===== src/rtl/hazard_scoreboard_if.sv =====
// Decode-side bundle of the hazard scoreboard: issue, source, operand and stall signals.
// master drives the decode instruction, register-file data and stage result bus;
// slave (the scoreboard) returns stall, resolved operands, forward hits and the stall counter.
interface hazard_scoreboard_if #(
   parameter int DATA_W = 32,
   parameter int REG_AW = 4,
   parameter int DEPTH  = 3
);
   logic                    en;
   logic                    issue_valid;
   logic [REG_AW-1:0]       issue_rd;
   logic                    issue_we;
   logic                    issue_is_load;
   logic [REG_AW-1:0]       src1_addr;
   logic [REG_AW-1:0]       src2_addr;
   logic                    src1_used;
   logic                    src2_used;
   logic [DATA_W-1:0]       rf_rd1_data;
   logic [DATA_W-1:0]       rf_rd2_data;
   logic [DEPTH*DATA_W-1:0] stage_data;
   logic                    flush;
   logic                    stall;
   logic [DATA_W-1:0]       op1;
   logic [DATA_W-1:0]       op2;
   logic                    fwd1_hit;
   logic                    fwd2_hit;
   logic [15:0]             stall_cnt;

   modport master (
      output en, issue_valid, issue_rd, issue_we, issue_is_load,
             src1_addr, src2_addr, src1_used, src2_used,
             rf_rd1_data, rf_rd2_data, stage_data, flush,
      input  stall, op1, op2, fwd1_hit, fwd2_hit, stall_cnt
   );

   modport slave (
      input  en, issue_valid, issue_rd, issue_we, issue_is_load,
             src1_addr, src2_addr, src1_used, src2_used,
             rf_rd1_data, rf_rd2_data, stage_data, flush,
      output stall, op1, op2, fwd1_hit, fwd2_hit, stall_cnt
   );
endinterface


===== src/rtl/hazard_scoreboard.sv =====
// Hazard detection and operand forwarding between decode and execute, one scoreboard entry per stage.
// Latency: stall/op/hit are combinational from state + decode inputs; scoreboard advances 1 cycle per en edge.
// Backpressure: stall holds fetch/decode and injects a bubble; en=0 freezes entries and stall_cnt.
// Ports: clk, rst (async, active-high); sb = decode bundle (issue/src/rf/stage_data/flush in,
//        stall/op1/op2/fwd1_hit/fwd2_hit/stall_cnt out).
module hazard_scoreboard #(
   parameter int DATA_W   = 32,
   parameter int REG_AW   = 4,
   parameter int DEPTH    = 3,
   parameter int LOAD_LAT = 2,
   parameter bit FWD_EN   = 1'b1
) (
   input logic                clk,
   input logic                rst,
   hazard_scoreboard_if.slave sb
);
   typedef struct packed {
      logic              valid;
      logic [REG_AW-1:0] rd;
      logic              we;
      logic              is_load;
   } entry_t;

   entry_t            ent [DEPTH];
   logic [DEPTH-1:0]  ready;
   logic [15:0]       stall_cnt;
   logic [REG_AW-1:0] src_addr [2];
   logic              src_used [2];
   logic [DATA_W-1:0] rf_data  [2];
   logic [DATA_W-1:0] op       [2];
   logic              hit      [2];
   logic              hazard   [2];
   logic              stall;
   logic              issue_ok;

   assign src_addr[0] = sb.src1_addr;
   assign src_addr[1] = sb.src2_addr;
   assign src_used[0] = sb.src1_used;
   assign src_used[1] = sb.src2_used;
   assign rf_data[0]  = sb.rf_rd1_data;
   assign rf_data[1]  = sb.rf_rd2_data;

   // Entry 0 (EX) never forwards: there is no EX-to-decode combinational path.
   // Loads only produce data once they reach LOAD_LAT.
   always_comb begin
      ready = '0;
      for (int k = 0; k < DEPTH; k++) begin
         ready[k] = ent[k].valid && ent[k].we && (k >= 1) &&
                    (!ent[k].is_load || (k >= LOAD_LAT));
      end
   end

   // Only the youngest matching writer counts; an older ready copy of the same
   // register is stale and must not be forwarded past a pending younger write.
   always_comb begin
      logic found;
      found = 1'b0;
      for (int s = 0; s < 2; s++) begin
         found     = 1'b0;
         op[s]     = rf_data[s];
         hit[s]    = 1'b0;
         hazard[s] = 1'b0;
         for (int k = 0; k < DEPTH; k++) begin
            if (src_used[s] && !found && ent[k].valid && ent[k].we &&
                (ent[k].rd == src_addr[s])) begin
               found = 1'b1;
               if (FWD_EN && ready[k]) begin
                  hit[s] = 1'b1;
                  op[s]  = sb.stage_data[k*DATA_W +: DATA_W];
               end else begin
                  hazard[s] = 1'b1;
               end
            end
         end
      end
   end

   // A flushed instruction is dead, so it never stalls.
   assign stall    = sb.issue_valid && (hazard[0] || hazard[1]) && !sb.flush;
   assign issue_ok = sb.issue_valid && !stall && !sb.flush;

   always_ff @(posedge clk or posedge rst) begin
      if (rst) begin
         for (int k = 0; k < DEPTH; k++) begin
            ent[k] <= '0;
         end
         stall_cnt <= '0;
      end else if (sb.en) begin
         // The oldest entry drops off here; the register file commits it this cycle.
         for (int k = DEPTH - 1; k >= 1; k--) begin
            ent[k] <= ent[k-1];
         end
         if (issue_ok) begin
            ent[0] <= '{valid: 1'b1, rd: sb.issue_rd, we: sb.issue_we, is_load: sb.issue_is_load};
         end else begin
            ent[0] <= '0;
         end
         if (stall && (stall_cnt != 16'hFFFF)) begin
            stall_cnt <= stall_cnt + 16'd1;
         end
      end
   end

   assign sb.stall     = stall;
   assign sb.op1       = op[0];
   assign sb.op2       = op[1];
   assign sb.fwd1_hit  = hit[0];
   assign sb.fwd2_hit  = hit[1];
   assign sb.stall_cnt = stall_cnt;
endmodule


===== src/flat_wrapper.sv =====
// flat-port wrapper written by rule: the top's interface ports become plain ports
module hazard_scoreboard_flat 
#(
   parameter int DATA_W   = 32,
   parameter int REG_AW   = 4,
   parameter int DEPTH    = 3,
   parameter int LOAD_LAT = 2,
   parameter bit FWD_EN   = 1'b1
)
  (clk, rst, sb_en, sb_issue_valid, sb_issue_rd, sb_issue_we, sb_issue_is_load, sb_src1_addr, sb_src2_addr, sb_src1_used, sb_src2_used, sb_rf_rd1_data, sb_rf_rd2_data, sb_stage_data, sb_flush, sb_stall, sb_op1, sb_op2, sb_fwd1_hit, sb_fwd2_hit, sb_stall_cnt);
  hazard_scoreboard_if #(.DATA_W(DATA_W), .REG_AW(REG_AW), .DEPTH(DEPTH)) sb_i ();
  input logic clk;
  input logic rst;
  input wire logic [$bits(sb_i.en)-1:0] sb_en;
  input wire logic [$bits(sb_i.issue_valid)-1:0] sb_issue_valid;
  input wire logic [$bits(sb_i.issue_rd)-1:0] sb_issue_rd;
  input wire logic [$bits(sb_i.issue_we)-1:0] sb_issue_we;
  input wire logic [$bits(sb_i.issue_is_load)-1:0] sb_issue_is_load;
  input wire logic [$bits(sb_i.src1_addr)-1:0] sb_src1_addr;
  input wire logic [$bits(sb_i.src2_addr)-1:0] sb_src2_addr;
  input wire logic [$bits(sb_i.src1_used)-1:0] sb_src1_used;
  input wire logic [$bits(sb_i.src2_used)-1:0] sb_src2_used;
  input wire logic [$bits(sb_i.rf_rd1_data)-1:0] sb_rf_rd1_data;
  input wire logic [$bits(sb_i.rf_rd2_data)-1:0] sb_rf_rd2_data;
  input wire logic [$bits(sb_i.stage_data)-1:0] sb_stage_data;
  input wire logic [$bits(sb_i.flush)-1:0] sb_flush;
  output wire logic [$bits(sb_i.stall)-1:0] sb_stall;
  output wire logic [$bits(sb_i.op1)-1:0] sb_op1;
  output wire logic [$bits(sb_i.op2)-1:0] sb_op2;
  output wire logic [$bits(sb_i.fwd1_hit)-1:0] sb_fwd1_hit;
  output wire logic [$bits(sb_i.fwd2_hit)-1:0] sb_fwd2_hit;
  output wire logic [$bits(sb_i.stall_cnt)-1:0] sb_stall_cnt;
  assign sb_i.en = sb_en;
  assign sb_i.issue_valid = sb_issue_valid;
  assign sb_i.issue_rd = sb_issue_rd;
  assign sb_i.issue_we = sb_issue_we;
  assign sb_i.issue_is_load = sb_issue_is_load;
  assign sb_i.src1_addr = sb_src1_addr;
  assign sb_i.src2_addr = sb_src2_addr;
  assign sb_i.src1_used = sb_src1_used;
  assign sb_i.src2_used = sb_src2_used;
  assign sb_i.rf_rd1_data = sb_rf_rd1_data;
  assign sb_i.rf_rd2_data = sb_rf_rd2_data;
  assign sb_i.stage_data = sb_stage_data;
  assign sb_i.flush = sb_flush;
  assign sb_stall = sb_i.stall;
  assign sb_op1 = sb_i.op1;
  assign sb_op2 = sb_i.op2;
  assign sb_fwd1_hit = sb_i.fwd1_hit;
  assign sb_fwd2_hit = sb_i.fwd2_hit;
  assign sb_stall_cnt = sb_i.stall_cnt;
  hazard_scoreboard #(.DATA_W(DATA_W), .REG_AW(REG_AW), .DEPTH(DEPTH), .LOAD_LAT(LOAD_LAT), .FWD_EN(FWD_EN)) u_core (.clk(clk), .rst(rst), .sb(sb_i));
endmodule

===== config.mk =====
export PLATFORM = sky130hd
export DESIGN_NAME = hazard_scoreboard_flat
export DESIGN_NICKNAME = d
export VERILOG_FILES = /design/src/rtl/hazard_scoreboard_if.sv /design/src/rtl/hazard_scoreboard.sv /design/src/flat_wrapper.sv
export SDC_FILE = /design/constraint.sdc
export NUM_CORES = 1
export LEC_CHECK = 0
export ABC_AREA = 1
export CORE_MARGIN = 8
export CORE_UTILIZATION = 40
export CTS_CLUSTER_DIAMETER = 30
export DETAILED_ROUTE_END_ITERATION = 7
export PLACE_DENSITY = 0.82
export SLEW_MARGIN = 20
export SYNTH_ARGS = -nofsm -noshare
export SYNTH_HDL_FRONTEND = slang
export SYNTH_SLANG_ARGS = --single-unit

===== constraint.sdc =====
create_clock -name clk -period 2.6 [get_ports clk]
set_clock_uncertainty 0.1 [all_clocks]
set_input_delay 0.52 -clock clk [delete_from_list [all_inputs] [get_ports clk]]
set_output_delay 0.52 -clock clk [all_outputs]
set_load 0.05 [all_outputs]

==> flow_summary.ini, run 1 <==
[grt]
grt_pass1_wl_um = 37930
grt_max_degree = 42
grt_remaining_overflow = 0
antenna_found_initial = 1
grtUsageTotal_pct = 29.46
grt_pass1_vias = 6977

[critical_path]
startpoint = u_core.ent[2]
critPathArrivalTime_ns = 2.13
cpPeakStageDelay_ns = 0.46
cp.required_ns = 1.98
startpoint_type = flip-flop
criticalPathCategory = flip-flop to output pin
cp_slowest_cell = dfrtp_2
r2r_start = u_core.ent[16]
worstSetupEndpointType = output pin
path_buf_inv = 5
crit_family = buffers and inverters
crit_path_frequent_cell = buf_12
critPathMaxFanout = 8
cp_cell_sequence = xnor2_4 -> nand4_1 -> nor2_4 -> buf_6 -> nand3_4 -> buf_12 -> buf_16 -> nand3_2 -> nand2_2 -> inv_2 -> buf_12

[floorplan]
ios = 264
core_area_mm2 = 0.01191
fp-row-count = 40
start_util_pct = 40.63
fp.dieW_um = 126.0
die-area_mm2 = 0.01587
die_h_um = 126.0

[sta]
hold_viol = 0
layout_setup_ws_ns = -0.1513
setup_viol = 62
grt_setup_unrepaired = yes
slew_headroom_pct = 61.59
maxSlewViolCount = 0
fmax_mhz = 363.5
worstMarginPinSlew_ns = 0.5754
final.setup.tns_ns = -4.967
whs_ns = 0.3844
period_minus_slack_ns = 2.751
min_period_over_period_pct = 105.8

[place]
dp_hpwl_um = 16410
io_buffers = 231
place_congestion = 0.8982
dp_slack_ns = -0.4370

[clock_tree]
root_buffer = clkbuf_16
cts.clk_slew.worst_paths_ns = 0.06
clockBufferDepth = 2
cts_max_level = 2
cts_buffers = 5
clk_latency_ns = 0.28
clock_sink_count = 36
cts_tree = yes

[logic_synthesis]
ys_seq_area_share_pct = 18.61
netlist_area_mm2 = 0.004840
synthesis.nets = 1078
syn_inst = 896
synth_cell_types = 31
synth-seq-cells = 36
synth_area_per_cell_um2 = 5.401
yosysWarnings = 0

[power_and_ir_drop]
power.leakage_nw = 4.818
p_per_area_mw_per_mm2 = 237.4
finalPower_mw = 2.333
peakVddDrop_v = 0.0003733

[final_layout]
areaGrowthSynthToFinish_pct = 103.1
final_cell_mix = nand2_1 (286), clkdlybuf4s50_1 (154), nand3_1 (93)
fin_util_pct = 82.50
drive_gt1_share_pct = 34.42
regArea_um2 = 905.9
fin_nets = 1343
final_common_cell = nand2_1
nFillCells = 680
multi_input_area_mm2 = 0.004046

[detailed_routing]
final_antenna_net_count = 0
num_vias = 7531
viasPerCell = 5.749
drtPass1Iterations = 8
drc = 1
wl_um = 27010
routedWlPerCell_um = 20.61
drt_iter0_drc = 861

[min_path]
hp-start = u_core.ent[6]
min_path_type = flip-flop to flip-flop

[status]
status = finished, violations left
violations = DRC, setup timing

[flow_run]
drv_cap = 0
-- where the power goes --
part / switching (mW) / internal [mW] / leakage (nW)
clock network: 0.231 / 0.382 / 0.0701
registers: 0.0301 / 0.584 / 0.487
logic: 0.554 / 0.551 / 4.26
total: 0.816 / 1.52 / 4.82
-- worst register-to-register path: stages, from the launching register on --
cell      delay, ns
dfrtp_1        0.41
buf_4          0.16
nand2_1        0.09
nand3_2        0.09
nor2_4         0.16
clkinv_4       0.13
buf_12         0.17
buf_6          0.12
o21ai_4        0.06
nor2_4         0.06
buf_4          0.13
buf_4          0.12
buf_4          0.15
nand3_1        0.08
nand2_1        0.05
-- synthesized netlist by cell type --
cell / instances / area share (%)
o21ai_0: 10 / 1.0
nor3_1: 5 / 0.52
clkbuf_1: 14 / 1.1
nand2_4: 2 / 0.47
a21oi_2: 1 / 0.18
buf_2: 30 / 3.1
nand3_1: 135 / 14
xnor2_1: 17 / 3.1
nor2_4: 3 / 0.70
ha_1: 1 / 0.26
buf_6: 2 / 0.47
a21boi_4: 1 / 0.39
nor2_2: 7 / 0.90
inv_1: 110 / 8.5
dfrtp_1: 36 / 19
clkinv_1: 1 / 0.077
a21oi_1: 20 / 2.1
nand3b_1: 19 / 2.9
nand2_1: 373 / 29
nor3_4: 1 / 0.34
xor2_1: 7 / 1.3
or2_0: 1 / 0.13
nand3_4: 1 / 0.36
clkbuf_2: 1 / 0.10
inv_2: 9 / 0.70
nand3_2: 2 / 0.41
nand4_1: 39 / 5.0
buf_4: 5 / 0.78
nand4_2: 1 / 0.26
o21ai_1: 2 / 0.21
nor2_1: 40 / 3.1
-- kinds of logic (layout without fill, tap and decap cells) --
family	count (synthesis)	after routing	synth area share (%)
other	0	1	0
flip-flops	36	36	18.61
XOR/XNOR	24	24	4.343
adder cells (fa/ha/maj)	1	1	0.2585
AND/OR/NAND/NOR	629	629	58.07
buffers and inverters	172	438	14.84
AO/OA/AOI/OAI	34	34	3.878
-- flip-flops by register name, indices dropped and copies added (netlist names) --
signal / count
u_core.ent: 20
u_core.sb.stall_cnt: 16
-- cell type report --
class                           instances  area share (%)
Multi-Input combinational cell        688           41.18
Antenna cell                            1         0.02546
Clock inverter                          1         0.07639
Sequential cell                        36           9.218
Timing Repair Buffer                  310           41.52
Clock buffer                            7           1.451
Inverter                              120           4.660
Tap cell                              147           1.872
-- path summary, 6_finish.rpt --
kind	slack (ns)	endpoint	cells past startpoint
worst max register to register	0.41	u_core.ent[14]	14
worst min register to register	0.38	u_core.ent[6]	2
worst min-delay path	0.38	u_core.ent[6]	2
worst max-delay path	-0.15	sb_op1[8]	11
min in group asynchronous	0.57	u_core.sb.stall_cnt[13]	3
max in group asynchronous	1.48	u_core.ent[19]	3
-- timing repair --
action,in CTS,in global routing
cloned,10,5
pin swaps,52,43
setup endpoints to repair,67,66
gates resized for setup,173,133
hold buffers,0,0
setup buffers,21,7
-- through the flow --
stage / cells / instance area [um^2]
2_1_floorplan: 896 / 4912
3_3_place_gp: 1262 / 8287
3_5_place_dp: 1262 / 8287
4_1_cts: 1301 / 9280
5_1_grt: 1310 / 9827
6_report: 1310 / 9827
-- metal layers --
| layer | vias up | track usage (%) | wire length (um) |
|---|---|---|---|
| met3 | 141 | 5.021 | 2767 |
| met5 | - | 0 | 0 |
| met2 | 553 | 52.61 | 13110 |
| met1 | 3476 | 33.39 | 9353 |
| li1 | 3361 | - | - |
| met4 | 0 | 14.01 | 1775 |
No activity file was read; power rests on OpenSTA's default activity.
==> run 2, diff against run 1 <==
--- a/config.mk
+++ b/config.mk
@@ -6,11 +6,11 @@
 export NUM_CORES = 1
 export LEC_CHECK = 0
 export ABC_AREA = 1
-export CORE_MARGIN = 8
 export CORE_UTILIZATION = 40
 export CTS_CLUSTER_DIAMETER = 30
 export DETAILED_ROUTE_END_ITERATION = 7
 export PLACE_DENSITY = 0.82
+export SETUP_SLACK_MARGIN = 0.2
 export SLEW_MARGIN = 20
 export SYNTH_ARGS = -nofsm -noshare
 export SYNTH_HDL_FRONTEND = slang
==> run 2 against run 1 <==
  * The run still ends with DRC, setup timing left
  * Critical path depth down 1
  * First-iteration DRC count is 13% higher
  * Non-clock buffer count down 6
  * Via count grew 2.5%
  * Final area decreased by 0.99%
  * Flip-flop and latch count unchanged
  * Maximum frequency fell by 0.74%
  * Routed wire length down 2.5%
  * Count of clock-buffer cells in the layout did not move
  * Register-to-register slack improved by 0.21 ns
  * Largest cell class is now multi-input combinational cells
  * Largest power group unchanged
==> flow_summary.ini, run 2 (synthesis results as in run 1) <==
[clock_tree]
cts_buffers = 5
cts_tree = yes
cts_max_level = 2
clockBufferDepth = 2
root_buffer = clkbuf_16
cts.clk_slew.worst_paths_ns = 0.06
clock_sink_count = 36
clk_latency_ns = 0.28

[detailed_routing]
wl_um = 26320
drc = 20
routedWlPerCell_um = 20.25
final_antenna_net_count = 0
drtPass1Iterations = 8
viasPerCell = 5.935
drt_iter0_drc = 971
num_vias = 7716

[floorplan]
ios = 264
core_area_mm2 = 0.01161
die_h_um = 112.0
die-area_mm2 = 0.01254
start_util_pct = 41.67
fp-row-count = 39
fp.dieW_um = 112.0

[place]
dp_hpwl_um = 15250
io_buffers = 231
place_congestion = 0.9181
dp_slack_ns = -0.4807
place_area_mm2 = 0.008314

[critical_path]
criticalPathCategory = flip-flop to output pin
cp.required_ns = 1.98
worstSetupEndpointType = output pin
critPathArrivalTime_ns = 2.15
critPathMaxFanout = 12
r2r_setup_slack_ns = 0.62
startpoint_type = flip-flop

[final_layout]
drive_gt1_share_pct = 34.08
postLayoutCellArea_mm2 = 0.009729
areaGrowthSynthToFinish_pct = 101.0
reg_top3 = u_core.ent: 20 flops, u_core.sb.stall_cnt: 16 flops
final_cell_mix = nand2_1 (285), clkdlybuf4s50_1 (154), nand3_1 (104)
largest_reg_flops = 20
final_common_cell = nand2_1
largest_register = u_core.ent
fin_nets = 1337

[flow_run]
drv_cap = 0

[min_path]
min_path_type = flip-flop to flip-flop

[sta]
maxSlewViolCount = 0
worstMarginPinSlew_ns = 0.5636
setup_viol = 65
grt_setup_unrepaired = yes
hold_viol = 0
layout_setup_ws_ns = -0.1719
fmax_mhz = 360.8
slew_headroom_pct = 62.38
min_period_over_period_pct = 106.6
period_minus_slack_ns = 2.772

[power_and_ir_drop]
p_per_area_mw_per_mm2 = 256.9
power.leakage_nw = 4.717
peakVddDrop_v = 0.0004034

[status]
violations = DRC, setup timing
status = finished, violations left

[grt]
grt_max_degree = 37
grt_pass1_wl_um = 35250
grt_pass1_vias = 6764
antenna_found_initial = 1
grt_remaining_overflow = 0
grtUsageTotal_pct = 35.41
## run 2: area by class of cell
class	count	area (um^2)
Multi-Input combinational cell	688	4110
Timing Repair Buffer	304	3881
Fill cell	608	1884
Sequential cell	36	908.4
Inverter	120	465.4
Tap cell	143	178.9
Clock buffer	7	152.6
Clock inverter	1	30.03
Antenna cell	1	2.502
## run 2: path summary, 6_finish.rpt
kind                                      from                      end  cells past startpoint
worst max-delay path             u_core.ent[6]               sb_op2[19]                     10
worst max register to register   u_core.ent[8]  u_core.sb.stall_cnt[12]                     10
worst min-delay path            u_core.ent[14]            u_core.ent[7]                      2
worst min register to register  u_core.ent[14]            u_core.ent[7]                      2
min in group asynchronous                  rst  u_core.sb.stall_cnt[15]                      3
max in group asynchronous                  rst           u_core.ent[19]                      3
## run 2: per-layer routing
layer / up-vias / global-route usage, % / part of all wire (%) / routed length [um]
met2: 615 / 62.90 / 48 / 12520
li1: 3349 / - / - / -
met1: 3548 / 42.12 / 33 / 8740
met3: 204 / 4.682 / 11 / 2970
met4: 0 / 16.98 / 7.9 / 2084
met5: - / 0 / 0 / 0
## run 2: where the power goes
group / switching [mW] / internal, mW / total, mW
clock network: 0.237 / 0.505 / 0.742
logic: 0.570 / 0.567 / 1.14
registers: 0.0352 / 0.585 / 0.620
total: 0.843 / 1.66 / 2.50
## run 2: worst max-delay path: stages (launching register included)
cell and delay (ns):
dfrtp_1 0.41, nand2_2 0.13, nor2_2 0.16, nand3_2 0.12, nor2_4 0.12, nand3_4 0.16, buf_12 0.17, buf_16 0.15
nor2_1 0.21, a21oi_4 0.07, buf_12 0.15
## run 2: timing repair
item	4_1_cts	5_1_grt
resized for setup	214	102
pin swaps	44	25
gates cloned	6	3
endpoints found under the setup margin	67	67
buffers inserted	17	6
hold buffers	0	0
## run 2: per-stage QoR
stage / utilization [%] / total power [mW] / TNS [ns] / cells / hold slack, ns
CTS: 79.62 / 2.393 / -0.4019 / 1290 / 0.3858
finish: 83.78 / 2.499 / -5.527 / 1300 / 0.3789
floorplan: - / 1.041 / 0 / 896 / 0.3422
global placement: 71.59 / 1.593 / -25.32 / 1259 / 0.3560
detailed placement: 71.59 / 1.606 / -28.45 / 1259 / 0.3722
global route: 83.78 / 2.567 / -8.585 / 1300 / 0.4267
